--- config.mk ---
export PLATFORM = sky130hd
export DESIGN_NAME = mmio_initiator
export DESIGN_NICKNAME = d
export VERILOG_FILES = /design/src/rtl/mmio_pkg.sv /design/src/rtl/mmio_timeout_counter.sv /design/src/rtl/mmio_initiator.sv
export SDC_FILE = /design/constraint.sdc
export NUM_CORES = 1
export LEC_CHECK = 0
export CORE_UTILIZATION = 45
export CTS_BUF_LIST = sky130_fd_sc_hd__clkbuf_4 sky130_fd_sc_hd__clkbuf_8
export CTS_CLUSTER_DIAMETER = 60
export CTS_CLUSTER_SIZE = 24
export DETAILED_ROUTE_END_ITERATION = 8
export PLACE_DENSITY = 0.83
export SYNTH_ARGS = -nofsm -noshare
export SYNTH_HDL_FRONTEND = slang
export SYNTH_SLANG_ARGS = --single-unit
--- constraint.sdc ---
create_clock -name clock -period 1.85 [get_ports clock]
set_input_delay 0.37 -clock clock [delete_from_list [all_inputs] [get_ports clock]]
set_output_delay 0.37 -clock clock [all_outputs]
set_load 0.01 [all_outputs]
--- src/rtl/mmio_pkg.sv ---
// Shared MMIO definitions: initiator FSM encoding, timeout defaults and the MMIO address map.
package mmio_pkg;

  // Default bus timeout and the read data returned when a read is aborted.
  localparam int unsigned TimeoutCyclesDefault = 255;
  localparam logic [7:0]  TimeoutRdataDefault  = 8'hFF;

  // Initiator FSM encoding. Plain constants keep it usable from older tools.
  typedef logic [1:0] state_t;
  localparam state_t StIdle    = 2'd0;
  localparam state_t StReq     = 2'd1;
  localparam state_t StFinish  = 2'd2;
  localparam state_t StRecover = 2'd3;

  // MMIO address map.
  localparam logic [15:0] MmioAddrLed  = 16'h8000;
  localparam logic [15:0] MmioAddrUart = 16'h8010;
  localparam logic [15:0] MmioAddrGpio = 16'h8020;

  // Timeout counter width; never narrower than one bit.
  function automatic int unsigned cnt_width(input int unsigned cycles);
    return (cycles < 1) ? 1 : $clog2(cycles + 1);
  endfunction

endpackage

--- src/rtl/mmio_timeout_counter.sv ---
// Cycle counter for the bus timeout: cleared on accept, counts while the request is held,
// flags the last permitted cycle.
module mmio_timeout_counter
  import mmio_pkg::*;
#(
  parameter int unsigned TimeoutCycles = TimeoutCyclesDefault
) (
  input  logic clk_i,
  input  logic rst_ni,
  input  logic clear_i,
  input  logic enable_i,
  output logic expired_o
);

  localparam int unsigned    CntW    = cnt_width(TimeoutCycles);
  localparam logic [CntW-1:0] LastCnt = CntW'(TimeoutCycles - 1);

  logic [CntW-1:0] cnt_d, cnt_q;

  // Next count: clear wins, otherwise count up and hold at the last cycle.
  always_comb begin
    cnt_d = cnt_q;
    if (clear_i) begin
      cnt_d = '0;
    end else if (enable_i && (cnt_q != LastCnt)) begin
      cnt_d = cnt_q + CntW'(1);
    end
  end

  // Count register.
  always_ff @(posedge clk_i or negedge rst_ni) begin
    if (!rst_ni) begin
      cnt_q <= '0;
    end else begin
      cnt_q <= cnt_d;
    end
  end

  assign expired_o = (cnt_q == LastCnt);

endmodule

--- src/rtl/mmio_initiator.sv ---
// CPU-side MMIO initiator: accepts one transaction at a time, drives a level request onto the
// bus until a responder completes or the timeout aborts it, then reports done/err to the CPU.
module mmio_initiator
  import mmio_pkg::*;
#(
  parameter int unsigned TIMEOUT_CYCLES = TimeoutCyclesDefault,
  parameter logic [7:0]  TIMEOUT_RDATA  = TimeoutRdataDefault
) (
  input  logic        clock,
  input  logic        reset_n,
  // CPU side
  input  logic        cpu_req,
  input  logic        cpu_we,
  input  logic [15:0] cpu_addr,
  input  logic [7:0]  cpu_wdata,
  output logic        cpu_ready,
  output logic        cpu_done,
  output logic        cpu_err,
  output logic [7:0]  cpu_rdata,
  // Bus side
  output logic [15:0] mmio_addr,
  output logic [7:0]  mmio_data,
  output logic        mmio_we,
  output logic        mmio_req,
  input  logic        mmio_done,
  input  logic [7:0]  mmio_rdata
);

  state_t      state_d, state_q;
  logic [15:0] addr_d, addr_q;
  logic [7:0]  wdata_d, wdata_q;
  logic        we_d, we_q;
  logic [7:0]  rdata_d, rdata_q;
  logic        err_d, err_q;
  logic        cnt_clear;
  logic        cnt_enable;
  logic        cnt_expired;

  mmio_timeout_counter #(
    .TimeoutCycles(TIMEOUT_CYCLES)
  ) u_timeout (
    .clk_i    (clock),
    .rst_ni   (reset_n),
    .clear_i  (cnt_clear),
    .enable_i (cnt_enable),
    .expired_o(cnt_expired)
  );

  assign cnt_enable = (state_q == StReq);

  // FSM next state and datapath updates; mmio_done is only looked at in REQ.
  always_comb begin
    state_d   = state_q;
    addr_d    = addr_q;
    wdata_d   = wdata_q;
    we_d      = we_q;
    rdata_d   = rdata_q;
    err_d     = err_q;
    cnt_clear = 1'b0;
    case (state_q)
      StIdle: begin
        if (cpu_req) begin
          addr_d    = cpu_addr;
          wdata_d   = cpu_wdata;
          we_d      = cpu_we;
          cnt_clear = 1'b1;
          state_d   = StReq;
        end
      end
      StReq: begin
        // Completion beats a simultaneous timeout.
        if (mmio_done) begin
          if (!we_q) begin
            rdata_d = mmio_rdata;
          end
          err_d   = 1'b0;
          state_d = StFinish;
        end else if (cnt_expired) begin
          if (!we_q) begin
            rdata_d = TIMEOUT_RDATA;
          end
          err_d   = 1'b1;
          state_d = StFinish;
        end
      end
      StFinish: begin
        state_d = StRecover;
      end
      StRecover: begin
        // One dead cycle lets level-style responders drop done before the next accept.
        state_d = StIdle;
      end
      default: begin
        state_d = StIdle;
      end
    endcase
  end

  // State and datapath registers.
  always_ff @(posedge clock or negedge reset_n) begin
    if (!reset_n) begin
      state_q <= StIdle;
      addr_q  <= '0;
      wdata_q <= '0;
      we_q    <= 1'b0;
      rdata_q <= '0;
      err_q   <= 1'b0;
    end else begin
      state_q <= state_d;
      addr_q  <= addr_d;
      wdata_q <= wdata_d;
      we_q    <= we_d;
      rdata_q <= rdata_d;
      err_q   <= err_d;
    end
  end

  assign cpu_ready = (state_q == StIdle);
  assign cpu_done  = (state_q == StFinish);
  assign cpu_err   = (state_q == StFinish) && err_q;
  assign cpu_rdata = rdata_q;
  assign mmio_req  = (state_q == StReq);
  assign mmio_addr = addr_q;
  assign mmio_data = wdata_q;
  assign mmio_we   = we_q;

endmodule

==> results.sh, run 1 <==
export IMPL_crit_buf_inv=2
export IMPL_overall_fraction_of_global_route_tracks_in_use=0.231
export IMPL_finish_net_count=254
export IMPL_synth_warning_count=0
export IMPL_final_hold_violation_count=0
export IMPL_required_ns=1.48
export IMPL_finalCritPeriodShare=0.964
export IMPL_end_kind="output pin"
export IMPL_routedWlPerCell_um=17.6
export IMPL_crit_path_max_fanout=3
export IMPL_ys_ff_latch=44
export IMPL_p_per_area_nw_per_um2=1620
export IMPL_dieArea_um2=4400
export IMPL_dominant_cells_by_area_after_synthesis="sky130_fd_sc_hd__dfrtp_1, sky130_fd_sc_hd__mux2_2, sky130_fd_sc_hd__o22a_1"
export IMPL_dpl_cell_area_um2=2660
export IMPL_synth_edff_count=0
export IMPL_unrepaired_setup_endpoints_after_global_routing="false"
export IMPL_finish_instance_area_um2=2790
export IMPL_hold_class="input pin to asynchronous set/reset pin"
export IMPL_mappedNetlistNets=177
export IMPL_clock_root_buffer="sky130_fd_sc_hd__clkbuf_8"
export IMPL_max_slew_worst_pin_slew_ns=0.386
export IMPL_floorplan_die_width_um=66.4
export IMPL_numPlacedInstances=255
export IMPL_worst_path_largest_cell_delay_ns=0.44
export IMPL_period_minus_slack_ns=1.78
export IMPL_grt_pass1_vias=1519
export IMPL_max_cap_viol_count=0
export IMPL_setup_total_negative_slack_ns=0
export IMPL_maxSlewViolCount=0
export IMPL_skew_ns=0.00439
export IMPL_cts_reportedPaths_clkPinSlew_ns=0.08
export IMPL_setup_violations_final=0
export IMPL_post_dp_hpwl_mm=3.24
export IMPL_cts_tree="built"
export IMPL_vias=1408
export IMPL_cpLargestDelayFamily="flip-flops"
export IMPL_post_route_drc_count=0
export IMPL_critical_path_slowest_cell="sky130_fd_sc_hd__dfrtp_1"
export IMPL_drt_total_wl_mm=4.63
export IMPL_synthMostInstantiatedCell="sky130_fd_sc_hd__dfrtp_1"
export IMPL_die_height_um=66.4
export IMPL_1st_iter_drt_viols=31
export IMPL_ports=74
export IMPL_arr_time_crit_path_ns=1.41
export IMPL_final_cells=263
export IMPL_initial_utilization=0.466
export IMPL_clk_insertion_delay_late_ns=0.30
export IMPL_fmax_ghz=0.560
export IMPL_synth_largest_area_cell="sky130_fd_sc_hd__dfrtp_1"
export IMPL_core_area_um2=4000
export IMPL_placementRows=23
export IMPL_path_cells="inv_2, ha_2, and2_1, dlygate4sd2_1"
export IMPL_tritoncts_sinks=44
export IMPL_ys_async_sr_fraction=1.00
export IMPL_count_of_different_cell_masters_after_synthesis=27
export IMPL_worstSetupPathType="flip-flop to output pin"
export IMPL_place_port_buffers=73
export IMPL_area_growth_synth_to_final_pct=49.8
export IMPL_ys_top_cells_by_count="sky130_fd_sc_hd__dfrtp_1, sky130_fd_sc_hd__mux2_2, sky130_fd_sc_hd__o22a_1"
export IMPL_p_leak_nw=1.19
export IMPL_aggregate_global_routing_overflow=0
export IMPL_postSynthCellCount=135
export IMPL_largest_net_degree_at_the_start_of_global_routing=45
export IMPL_antenna_cells_inserted=0
export IMPL_cts_htree_levels=2
export IMPL_gp_congestion=0.746
export IMPL_synth_top_cell_area_share=0.591
export IMPL_status="complete, no violations"
export IMPL_cts_hold_fix_buffers=0
export IMPL_max_slew_margin=0.743
export IMPL_clockBufferDepth=2
export IMPL_nFillCells=266
export IMPL_cts_buffers=5
export IMPL_startpoint_type="flip-flop"
export IMPL_grt_pass1_wl_mm=7.31
export IMPL_antenna_found_initial=0
export IMPL_detail_route_vias_per_cell=5.35
export IMPL_vdd_drop_max_v=0.000902
export IMPL_post_route_cells_drive_above_1_share=0.235
export IMPL_dominant_register_cell_in_the_synthesized_netlist="sky130_fd_sc_hd__dfrtp_1"
export IMPL_synth_seq_area_share=0.591
export IMPL_post_synth_cell_area_avg_um2=13.8
export IMPL_mapped_area_um2=1860
export IMPL_drt_first_pass_iters=4
export IMPL_post_drt_antenna_nets=0
==> kinds of logic (layout without fill, tap and decap cells) <==
family                   Yosys count  in the layout  share of synthesized area
flip-flops                        44             44                      0.591
multiplexers                      27             27                      0.164
AND/OR/NAND/NOR                   26             26                     0.0785
AO/OA/AOI/OAI                     22             22                      0.101
buffers and inverters             10             88                     0.0268
adder cells (fa/ha/maj)            5              5                     0.0336
XOR/XNOR                           1              1                    0.00470
==> cells in the final DEF, fill, tap and decap left out, drive strengths merged, types with 2 or more instances in the layout <==
cell and instances:
a211oi 2, nand2 3, buf 3, dlymetal6s2s 2
clkbuf 5, a21oi 7, nor2 5, nand3 4
ha 5, dfrtp 44, dlygate4sd2 2, and2 2
nor3 4, o22a 8, clkdlybuf4s50 68, mux2 26
and3 4, and4 3, a31oi 2, inv 5
==> registers in the layout, indices dropped and copies added, names as in the netlist <==
| signal | count |
|---|---|
| mmio_addr | 16 |
| cpu_rdata | 8 |
| mmio_data | 8 |
| u_timeout.cnt_q | 8 |
| state_q | 2 |
| err_q | 1 |
| mmio_we | 1 |
==> power breakdown <==
group	switching, mW	internal, mW
clock	0.327	0.399
sequential	0.306	1.40
combinational	0.805	1.28
==> layout make-up <==
class	instances	area, µm²	area share
well taps	50	62.6	0.0224
repair buffers	75	768	0.275
clock buffers	5	68.8	0.0246
inverters	5	18.8	0.00672
flip-flops and latches	44	1100	0.394
clock inverters	3	42.5	0.0152
multi-input cells	81	731	0.262
==> routing by layer <==
metal / global-route usage / wire length [µm] / vias to the layer above
li1: - / - / 643
met5: 0 / 0 / -
met4: 0.0798 / 68 / 0
met3: 0.0707 / 286 / 8
met2: 0.416 / 2520 / 54
met1: 0.256 / 1760 / 703
==> stage by stage <==
step	setup WS (ns)	utilization	hold slack, ns	total power [mW]
CTS	-0.145	0.694	0.0391	4.53
detailed placement	0.0871	0.665	0.368	3.78
global route	0.00993	0.698	0.0512	4.76
finish	0.0658	0.698	0.0331	4.51
floorplan	0.204	-	0.0744	2.63
global placement	0.141	0.665	0.359	3.66
==> path summary, 6_finish.rpt <==
kind                                                 from                        to  slack [ns]  depth (start not counted)
setup / recovery                   state_q[0]$_DFFE_PN0P_                   cpu_err        0.07                          4
hold / removal                                    reset_n  cpu_rdata[6]$_DFFE_PN0P_        0.03                          2
setup reg to reg           u_timeout.cnt_q[0]$_DFFE_PN0P_    state_q[1]$_DFFE_PN0P_        0.09                          6
hold reg to reg                  cpu_rdata[6]$_DFFE_PN0P_  cpu_rdata[6]$_DFFE_PN0P_        0.49                          1
max in group asynchronous                         reset_n         err_q$_DFFE_PN0P_        1.61                          2
min in group clock               cpu_rdata[6]$_DFFE_PN0P_  cpu_rdata[6]$_DFFE_PN0P_        0.49                          1
==> what timing repair did <==
action | 4_1_cts | 5_1_grt
setup buffers | 0 | 0
hold endpoints to repair | 0 | 0
setup endpoints to repair | 4 | 2
resized for setup | 4 | 6
No activity file was read; power rests on OpenSTA's default activity.
==> run 2, diff against run 1 <==
==> constraint.sdc (replaced) <==
create_clock -name clock -period 1.85 [get_ports clock]
set_input_delay 0.185 -clock clock [delete_from_list [all_inputs] [get_ports clock]]
set_output_delay 0.185 -clock clock [all_outputs]
set_load 0.01 [all_outputs]
==> results.sh, run 2 (synthesis gave the netlist of run 1 again) <==
export IMPL_status="complete, no violations"
export IMPL_drt_first_pass_iters=6
export IMPL_detail_route_vias_per_cell=5.33
export IMPL_worstSetupPathType="flip-flop to flip-flop"
export IMPL_p_leak_nw=1.19
export IMPL_max_cap_viol_count=0
export IMPL_aggregate_global_routing_overflow=0
export IMPL_final_hold_violation_count=0
export IMPL_dpl_cell_area_um2=2660
export IMPL_finish_net_count=257
export IMPL_routedWlPerCell_um=16.6
export IMPL_placementRows=23
export IMPL_setup_total_negative_slack_ns=0
export IMPL_crit_buf_inv=1
export IMPL_flip_flop_count_of_the_largest_register_after_layout=16
export IMPL_crit_path_max_fanout=5
export IMPL_finalPower_mw=4.42
export IMPL_place_port_buffers=73
export IMPL_finish_instance_area_um2=2780
export IMPL_grt_pass1_vias=1548
export IMPL_max_slew_margin=0.760
export IMPL_grt_pass1_wl_mm=7.31
export IMPL_drt_total_wl_mm=4.43
export IMPL_dieArea_um2=4400
export IMPL_core_area_um2=4000
export IMPL_1st_iter_drt_viols=38
export IMPL_critical_path_slowest_cell="sky130_fd_sc_hd__dfrtp_1"
export IMPL_post_route_cells_drive_above_1_share=0.231
export IMPL_ports=74
export IMPL_numPlacedInstances=256
export IMPL_floorplan_die_width_um=66.4
export IMPL_hold_class="input pin to asynchronous set/reset pin"
export IMPL_vdd_drop_max_v=0.000957
export IMPL_setup_violations_final=0
export IMPL_clock_root_buffer="sky130_fd_sc_hd__clkbuf_8"
export IMPL_tritoncts_sinks=44
export IMPL_p_per_area_nw_per_um2=1590
export IMPL_fmax_ghz=0.562
export IMPL_area_growth_synth_to_final_pct=49.3
export IMPL_antenna_cells_inserted=0
export IMPL_required_ns=2.03
export IMPL_max_slew_worst_pin_slew_ns=0.361
export IMPL_cpLargestDelayFamily="flip-flops"
export IMPL_largest_net_degree_at_the_start_of_global_routing=34
export IMPL_most_common_layout_cells="sky130_fd_sc_hd__clkdlybuf4s50_1, sky130_fd_sc_hd__dfrtp_1, sky130_fd_sc_hd__mux2_2, sky130_fd_sc_hd__o22a_1"
export IMPL_period_minus_slack_ns=1.78
export IMPL_vias=1419
export IMPL_end_kind="flip-flop"
export IMPL_antenna_found_initial=0
export IMPL_post_dp_hpwl_mm=3.27
export IMPL_skew_ns=0.00492
export IMPL_finalCritPeriodShare=0.961
export IMPL_worst_path_largest_cell_delay_ns=0.41
export IMPL_maxSlewViolCount=0
export IMPL_post_route_drc_count=0
export IMPL_cts_htree_levels=2
export IMPL_cts_tree="built"
export IMPL_cts_buffers=5
export IMPL_die_height_um=66.4
export IMPL_final_cells=266
export IMPL_clockBufferDepth=2
export IMPL_cts_reportedPaths_clkPinSlew_ns=0.08
export IMPL_overall_fraction_of_global_route_tracks_in_use=0.231
export IMPL_gp_congestion=0.864
export IMPL_startpoint_type="flip-flop"
export IMPL_arr_time_crit_path_ns=1.96
export IMPL_initial_utilization=0.466
export IMPL_post_drt_antenna_nets=0
export IMPL_holdWs_ns=0.362
export IMPL_most_common_cell_after_layout_fill_and_taps_aside="sky130_fd_sc_hd__clkdlybuf4s50_1"
export IMPL_clk_insertion_delay_late_ns=0.29
export IMPL_path_cells="inv_1, ha_1, and3_2, a311oi_4, a21oi_2, mux2_4"
-- run 2: worst paths after layout --
path                                                      from                   endpoint  slack [ns]  cells past startpoint
max in group asynchronous                              reset_n   cpu_rdata[3]$_DFFE_PN0P_        0.94                      3
worst min register to register        cpu_rdata[0]$_DFFE_PN0P_   cpu_rdata[0]$_DFFE_PN0P_        0.49                      1
min in group clock                    cpu_rdata[0]$_DFFE_PN0P_   cpu_rdata[0]$_DFFE_PN0P_        0.49                      1
worst min-delay path                                   reset_n  mmio_addr[10]$_DFFE_PN0P_        0.36                      2
worst max register to register  u_timeout.cnt_q[0]$_DFFE_PN0P_     state_q[1]$_DFFE_PN0P_        0.07                      6
worst max-delay path            u_timeout.cnt_q[0]$_DFFE_PN0P_     state_q[1]$_DFFE_PN0P_        0.07                      6
-- run 2: through the flow --
| stage | setup WS [ns] | utilization |
|---|---|---|
| 2_1_floorplan | 0.204 | - |
| 3_3_place_gp | 0.179 | 0.664 |
| 3_5_place_dp | 0.127 | 0.664 |
| 4_1_cts | 0.00872 | 0.692 |
| 5_1_grt | -0.0201 | 0.696 |
| 6_report | 0.0712 | 0.696 |
-- run 2: power breakdown --
part | switching, mW | total (mW) | internal (mW)
sequential | 0.293 | 1.69 | 1.40
combinational | 0.803 | 2.09 | 1.29
clock | 0.320 | 0.638 | 0.318
total | 1.42 | 4.42 | 3.01
-- run 2: area by class of cell --
cell class,instances,area [µm²]
clock inverter,1,7.51
clock buffer,7,90.1
tap,50,62.6
timing repair buffer,78,783
inverter,5,18.8
fill,276,1220
multi-input combinational,81,721
sequential,44,1100
-- run 2: repair_timing --
action,in CTS,in global routing
setup endpoints to repair,1,4
resized for setup,2,3
endpoints found under the hold margin,15,0
gates cloned,0,0
setup buffers,0,1
pin swaps,0,0
hold buffers,1,0
-- run 2: per-layer routing --
layer | vias to the layer above | GRT usage | part of all wire
met2 | 52 | 0.406 | 0.53
met4 | 0 | 0.104 | 0.016
met5 | - | 0 | 0
li1 | 645 | - | -
met3 | 8 | 0.0741 | 0.060
met1 | 714 | 0.253 | 0.39
==> run 3, diff against run 2 <==
CORE_UTILIZATION = 43   (was 45)
CTS_BUF_LIST = sky130_fd_sc_hd__clkbuf_16   (was sky130_fd_sc_hd__clkbuf_4 sky130_fd_sc_hd__clkbuf_8)
PLACE_DENSITY = 0.79   (was 0.83)
==> results.sh, run 3 (synthesis gave the netlist of run 1 again) <==
export IMPL_critical_path_slowest_cell="sky130_fd_sc_hd__clkdlybuf4s50_1"
export IMPL_cts_tree="built"
export IMPL_placementRows=23
export IMPL_largest_net_degree_at_the_start_of_global_routing=34
export IMPL_core_area_um2=4090
export IMPL_p_per_area_nw_per_um2=1620
export IMPL_most_common_layout_cells="sky130_fd_sc_hd__clkdlybuf4s50_1, sky130_fd_sc_hd__dfrtp_1, sky130_fd_sc_hd__mux2_2, sky130_fd_sc_hd__o22a_1, sky130_fd_sc_hd__a21oi_1"
export IMPL_most_common_cell_after_layout_fill_and_taps_aside="sky130_fd_sc_hd__clkdlybuf4s50_1"
export IMPL_grt_pass1_wl_mm=6.67
export IMPL_crit_buf_inv=2
export IMPL_aggregate_global_routing_overflow=0
export IMPL_post_dp_hpwl_mm=3.01
export IMPL_finish_net_count=255
export IMPL_setup_total_negative_slack_ns=0
export IMPL_detail_route_vias_per_cell=5.23
export IMPL_gp_congestion=0.806
export IMPL_fmax_ghz=0.568
export IMPL_finalCritPeriodShare=0.952
export IMPL_seq_power_share=0.371
export IMPL_flip_flop_count_of_the_largest_register_after_layout=16
export IMPL_worstSetupPathType="flip-flop to output pin"
export IMPL_die_height_um=67.8
export IMPL_skew_ns=0.00499
export IMPL_status="complete, no violations"
export IMPL_sw_frac_of_total=0.304
export IMPL_post_drt_antenna_nets=0
export IMPL_required_ns=1.66
export IMPL_power_switching_mw=1.37
export IMPL_clk_insertion_delay_late_ns=0.28
export IMPL_startpoint_type="flip-flop"
export IMPL_1st_iter_drt_viols=39
export IMPL_p_leak_nw=1.19
export IMPL_p_int_mw=3.15
export IMPL_area_growth_synth_to_final_pct=49.7
export IMPL_drt_total_wl_mm=4.08
export IMPL_cts_reportedPaths_clkPinSlew_ns=0.06
export IMPL_crit_path_max_fanout=7
export IMPL_period_minus_slack_ns=1.76
export IMPL_arr_time_crit_path_ns=1.58
export IMPL_grt_pass1_vias=1415
export IMPL_routedWlPerCell_um=15.6
export IMPL_maxSlewViolCount=0
export IMPL_worst_path_largest_cell_delay_ns=0.56
export IMPL_final_hold_violation_count=0
export IMPL_cpLargestDelayFamily="buffers and inverters"
export IMPL_post_route_utilization=0.683
export IMPL_vdd_drop_max_v=0.000958
export IMPL_cts_buffers=5
export IMPL_post_route_drc_count=0
export IMPL_antenna_found_initial=0
export IMPL_holdWs_ns=0.390
export IMPL_power_share_clock=0.175
export IMPL_ports=74
export IMPL_max_slew_worst_pin_slew_ns=0.472
export IMPL_drt_first_pass_iters=4
export IMPL_post_route_cells_drive_above_1_share=0.209
export IMPL_clockBufferDepth=2
export IMPL_max_cap_viol_count=0
export IMPL_tritoncts_sinks=44
export IMPL_overall_fraction_of_global_route_tracks_in_use=0.202
export IMPL_dieArea_um2=4600
export IMPL_floorplan_die_width_um=67.8
export IMPL_place_port_buffers=73
export IMPL_path_cells="inv_1, ha_2, clkdlybuf4s50_1"
export IMPL_vias=1364
export IMPL_clock_root_buffer="sky130_fd_sc_hd__clkbuf_16"
export IMPL_max_slew_margin=0.686
export IMPL_comb_power_share=0.454
export IMPL_antenna_cells_inserted=0
export IMPL_unrepaired_setup_endpoints_after_global_routing="false"
export IMPL_cts_htree_levels=2
export IMPL_post_cts_repair_setup_buffers=0
export IMPL_initial_utilization=0.456
export IMPL_setup_violations_final=0
export IMPL_end_kind="output pin"
export IMPL_hold_class="input pin to asynchronous set/reset pin"
run 3: metal layers:
layer,vias to the layer above,track usage,wire length [µm]
li1,638,-,-
met1,683,0.236,1660
met2,37,0.339,2110
met3,6,0.0683,251
met4,0,0.0807,62
met5,-,0,0
run 3: worst paths after layout:
| check | startpoint | depth (start not counted) | end | slack (ns) |
|---|---|---|---|---|
| max | state_q[1]$_DFFE_PN0P_ | 3 | mmio_req | 0.09 |
| min | reset_n | 2 | mmio_addr[14]$_DFFE_PN0P_ | 0.39 |
| max in group asynchronous | reset_n | 3 | u_timeout.cnt_q[6]$_DFFE_PN0P_ | 0.79 |
| min reg2reg | cpu_rdata[6]$_DFFE_PN0P_ | 1 | cpu_rdata[6]$_DFFE_PN0P_ | 0.50 |
| max reg2reg | u_timeout.cnt_q[0]$_DFFE_PN0P_ | 6 | state_q[1]$_DFFE_PN0P_ | 0.12 |
| min in group clock | cpu_rdata[6]$_DFFE_PN0P_ | 1 | cpu_rdata[6]$_DFFE_PN0P_ | 0.50 |
run 3: power groups by stage:
stage	clock network (mW)	registers, mW	logic (mW)
2_1_floorplan	0	1.83	0.802
5_1_grt	0.848	1.75	2.22
3_5_place_dp	0	1.69	2.06
4_1_cts	0.816	1.68	2.08
3_3_place_gp	0	1.66	1.99
6_report	0.793	1.68	2.05
run 3: layout make-up:
cell class / instances / area, µm²
timing repair buffer: 76 / 766
clock buffer: 5 / 125
inverter: 5 / 18.8
fill: 295 / 1290
tap: 50 / 62.6
multi-input combinational: 81 / 718
sequential: 44 / 1100
run 3: metrics by stage:
stage          instance area (µm²)  worst slack (ns)  power [mW]  instances
4_1_cts                       2780            0.0173        4.57        261
2_1_floorplan                 1860             0.204        2.63        135
3_3_place_gp                  2650             0.176        3.65        255
3_5_place_dp                  2650             0.125        3.75        255
5_1_grt                       2790           0.00983        4.82        261
6_report                      2790            0.0883        4.52        261
run 3: timing repair:
action	in CTS	in global routing
setup endpoints to repair	0	2
hold buffers	1	0
hold endpoints to repair	21	0
resized for setup	0	3
==> edit (settings of run 3) <==
Register the output `cpu_err`; this adds one clock of latency there. The other outputs are not delayed to match.
--- a/src/rtl/mmio_initiator.sv
+++ b/src/rtl/mmio_initiator.sv
@@ -118,5 +118,7 @@
   assign cpu_ready = (state_q == StIdle);
   assign cpu_done  = (state_q == StFinish);
-  assign cpu_err   = (state_q == StFinish) && err_q;
+  always_ff @(posedge clock) begin
+    cpu_err <= (state_q == StFinish) && err_q;
+  end
   assign cpu_rdata = rdata_q;
   assign mmio_req  = (state_q == StReq);
Behaviour: no difference found for any inputs over 10 cycles, from zero or initial values and one cycle with reset_n low; that may be too few to reach the edited logic, so the function may still have changed.
==> edit against run 3 <==
  * Wire length is 7.3% higher
  * Critical path depth is 3 higher
  * Sequential share of layout area is 0.39 points lower
  * Non-clock buffer count rose by 3
  * Design area rose by 2.8%
  * Register-to-register slack worse by 40 ps
  * Power grew 5.9%
  * Sequential cell count up 1
  * Cell count increased by 2.3%
  * Area after synthesis rose by 1.1%
  * Worst setup slack worse by 10 ps
  * Critical path type is now register to register
==> edit: results (changes against run 3) <==
| Metric | Value |
|---|---|
| Non-filler cells, final | `267 (was 261)` |
| Synth area leaders | `dfrtp_1, mux2_2, o22a_1 (unchanged)` |
| Worst path max stage delay | `410 ps (was 560 ps)` |
| GR Util met3 | `0.06167 (was 0.06833)` |
| Yosys cell types | `28 (was 27)` |
| Nets | `259 (was 255)` |
| CP delay by family, top | `flip-flops (was buffers and inverters)` |
| Post-Syn Area per Cell | `13.86 um^2 (was 13.81 um^2)` |
| Final clock-cell share | `0.05711 (was 0.04482)` |
| Area of the multi-input gates | `715.7 um^2 (was 718.2 um^2)` |
| Clock skew | `4.141 ps (was 4.989 ps)` |
| Internal power | `3.352 mW (was 3.151 mW)` |
| Non-clock buffer share | `0.2746 (was 0.2743)` |
| GPL Wtd Cong | `0.7935 (was 0.8064)` |
| Peak supply drop | `765.5 uV (was 957.8 uV)` |
| #FFs+latches synth | `45 (was 44)` |
| Register area | `1121 um^2 (was 1101 um^2)` |
| Post-synth ARST share | `0.9778 (was 1.000)` |
| Post-synthesis xor/xnor area fraction | `0.004648 (was 0.004698)` |
| Vias in the first global route | `1,418 (was 1,415)` |
| DRT Wirelength | `4376 um (was 4078 um)` |
| Clock power frac | `0.207 (was 0.175)` |
| Seq/Total Area, Yosys | `0.5950 (was 0.5906)` |
| Initial DRC Count | `55 (was 39)` |
| GRT Total Usage | `0.2029 (was 0.2018)` |
| Synth Area in Adders | `0.03320 (was 0.03356)` |
| Non-clk bufs | `79 (was 76)` |
| Crit Path Max Fanout | `5 (was 7)` |
| Met2 usage | `0.3493 (was 0.3391)` |
| Run status | `finished clean (unchanged)` |
| CTS max path bufs | `2 (unchanged)` |
| P_leak | `1.223 nW (was 1.186 nW)` |
| Dpl hpwl | `3216 um (was 3005 um)` |
| Filler Cells Inserted | `293 (was 295)` |
| Met2 wire length | `2326 um (was 2107 um)` |
| Compound-Gate Fraction of Synth Area | `0.1003 (was 0.1013)` |
| Slew Limit Headroom | `0.5982 (was 0.6856)` |
| Top_reg_cell synth | `dfrtp_1 (unchanged)` |
| Syn_nets | `178 (was 177)` |
| Met1 Routed Length | `1845 um (was 1655 um)` |
| Mux contribution to synthesized area | `0.1627 (was 0.1644)` |
| Synth top cells by count | `dfrtp_1, mux2_2, o22a_1 (unchanged)` |
| Flop pwr share | `0.356 (was 0.371)` |
| Vias/cell | `5.292 (was 5.226)` |
| Detail Route met3 WL | `167 um (was 251 um)` |
| Met1 track demand over resource | `0.2388 (was 0.2364)` |
| Global-route wire length before repair | `6706 um (was 6672 um)` |
| Top sig layer | `met4 (unchanged)` |
| Worst reg-to-reg setup slack | `80 ps (was 120 ps)` |
edit: changes by cell type after synthesis, sizes merged:
cell,delta
dfxtp,+1
edit: final timing paths:
check,from,endpoint,cells past startpoint
max,u_timeout.cnt_q[0],state_q[1],6
max in group asynchronous,reset_n,u_timeout.cnt_q[1],3
max reg2reg,u_timeout.cnt_q[0],state_q[1],6
min in group clock,cpu_rdata[7],cpu_rdata[7],1
min,reset_n,mmio_we,2
min reg2reg,cpu_rdata[7],cpu_rdata[7],1
edit: through the flow:
step	setup WS (ps)	area, um^2	hold WS (ps)	power (mW)	util
3_5_place_dp	100.5	2676	222.9	3.786	0.6504
2_1_floorplan	204.5	1884	-110.6	2.654	-
6_report	78.08	2870	443.5	4.792	0.6975
3_3_place_gp	179.7	2676	210.5	3.666	0.6504
4_1_cts	27.29	2850	461.7	4.804	0.6926
5_1_grt	5.532	2870	497.2	5.059	0.6975
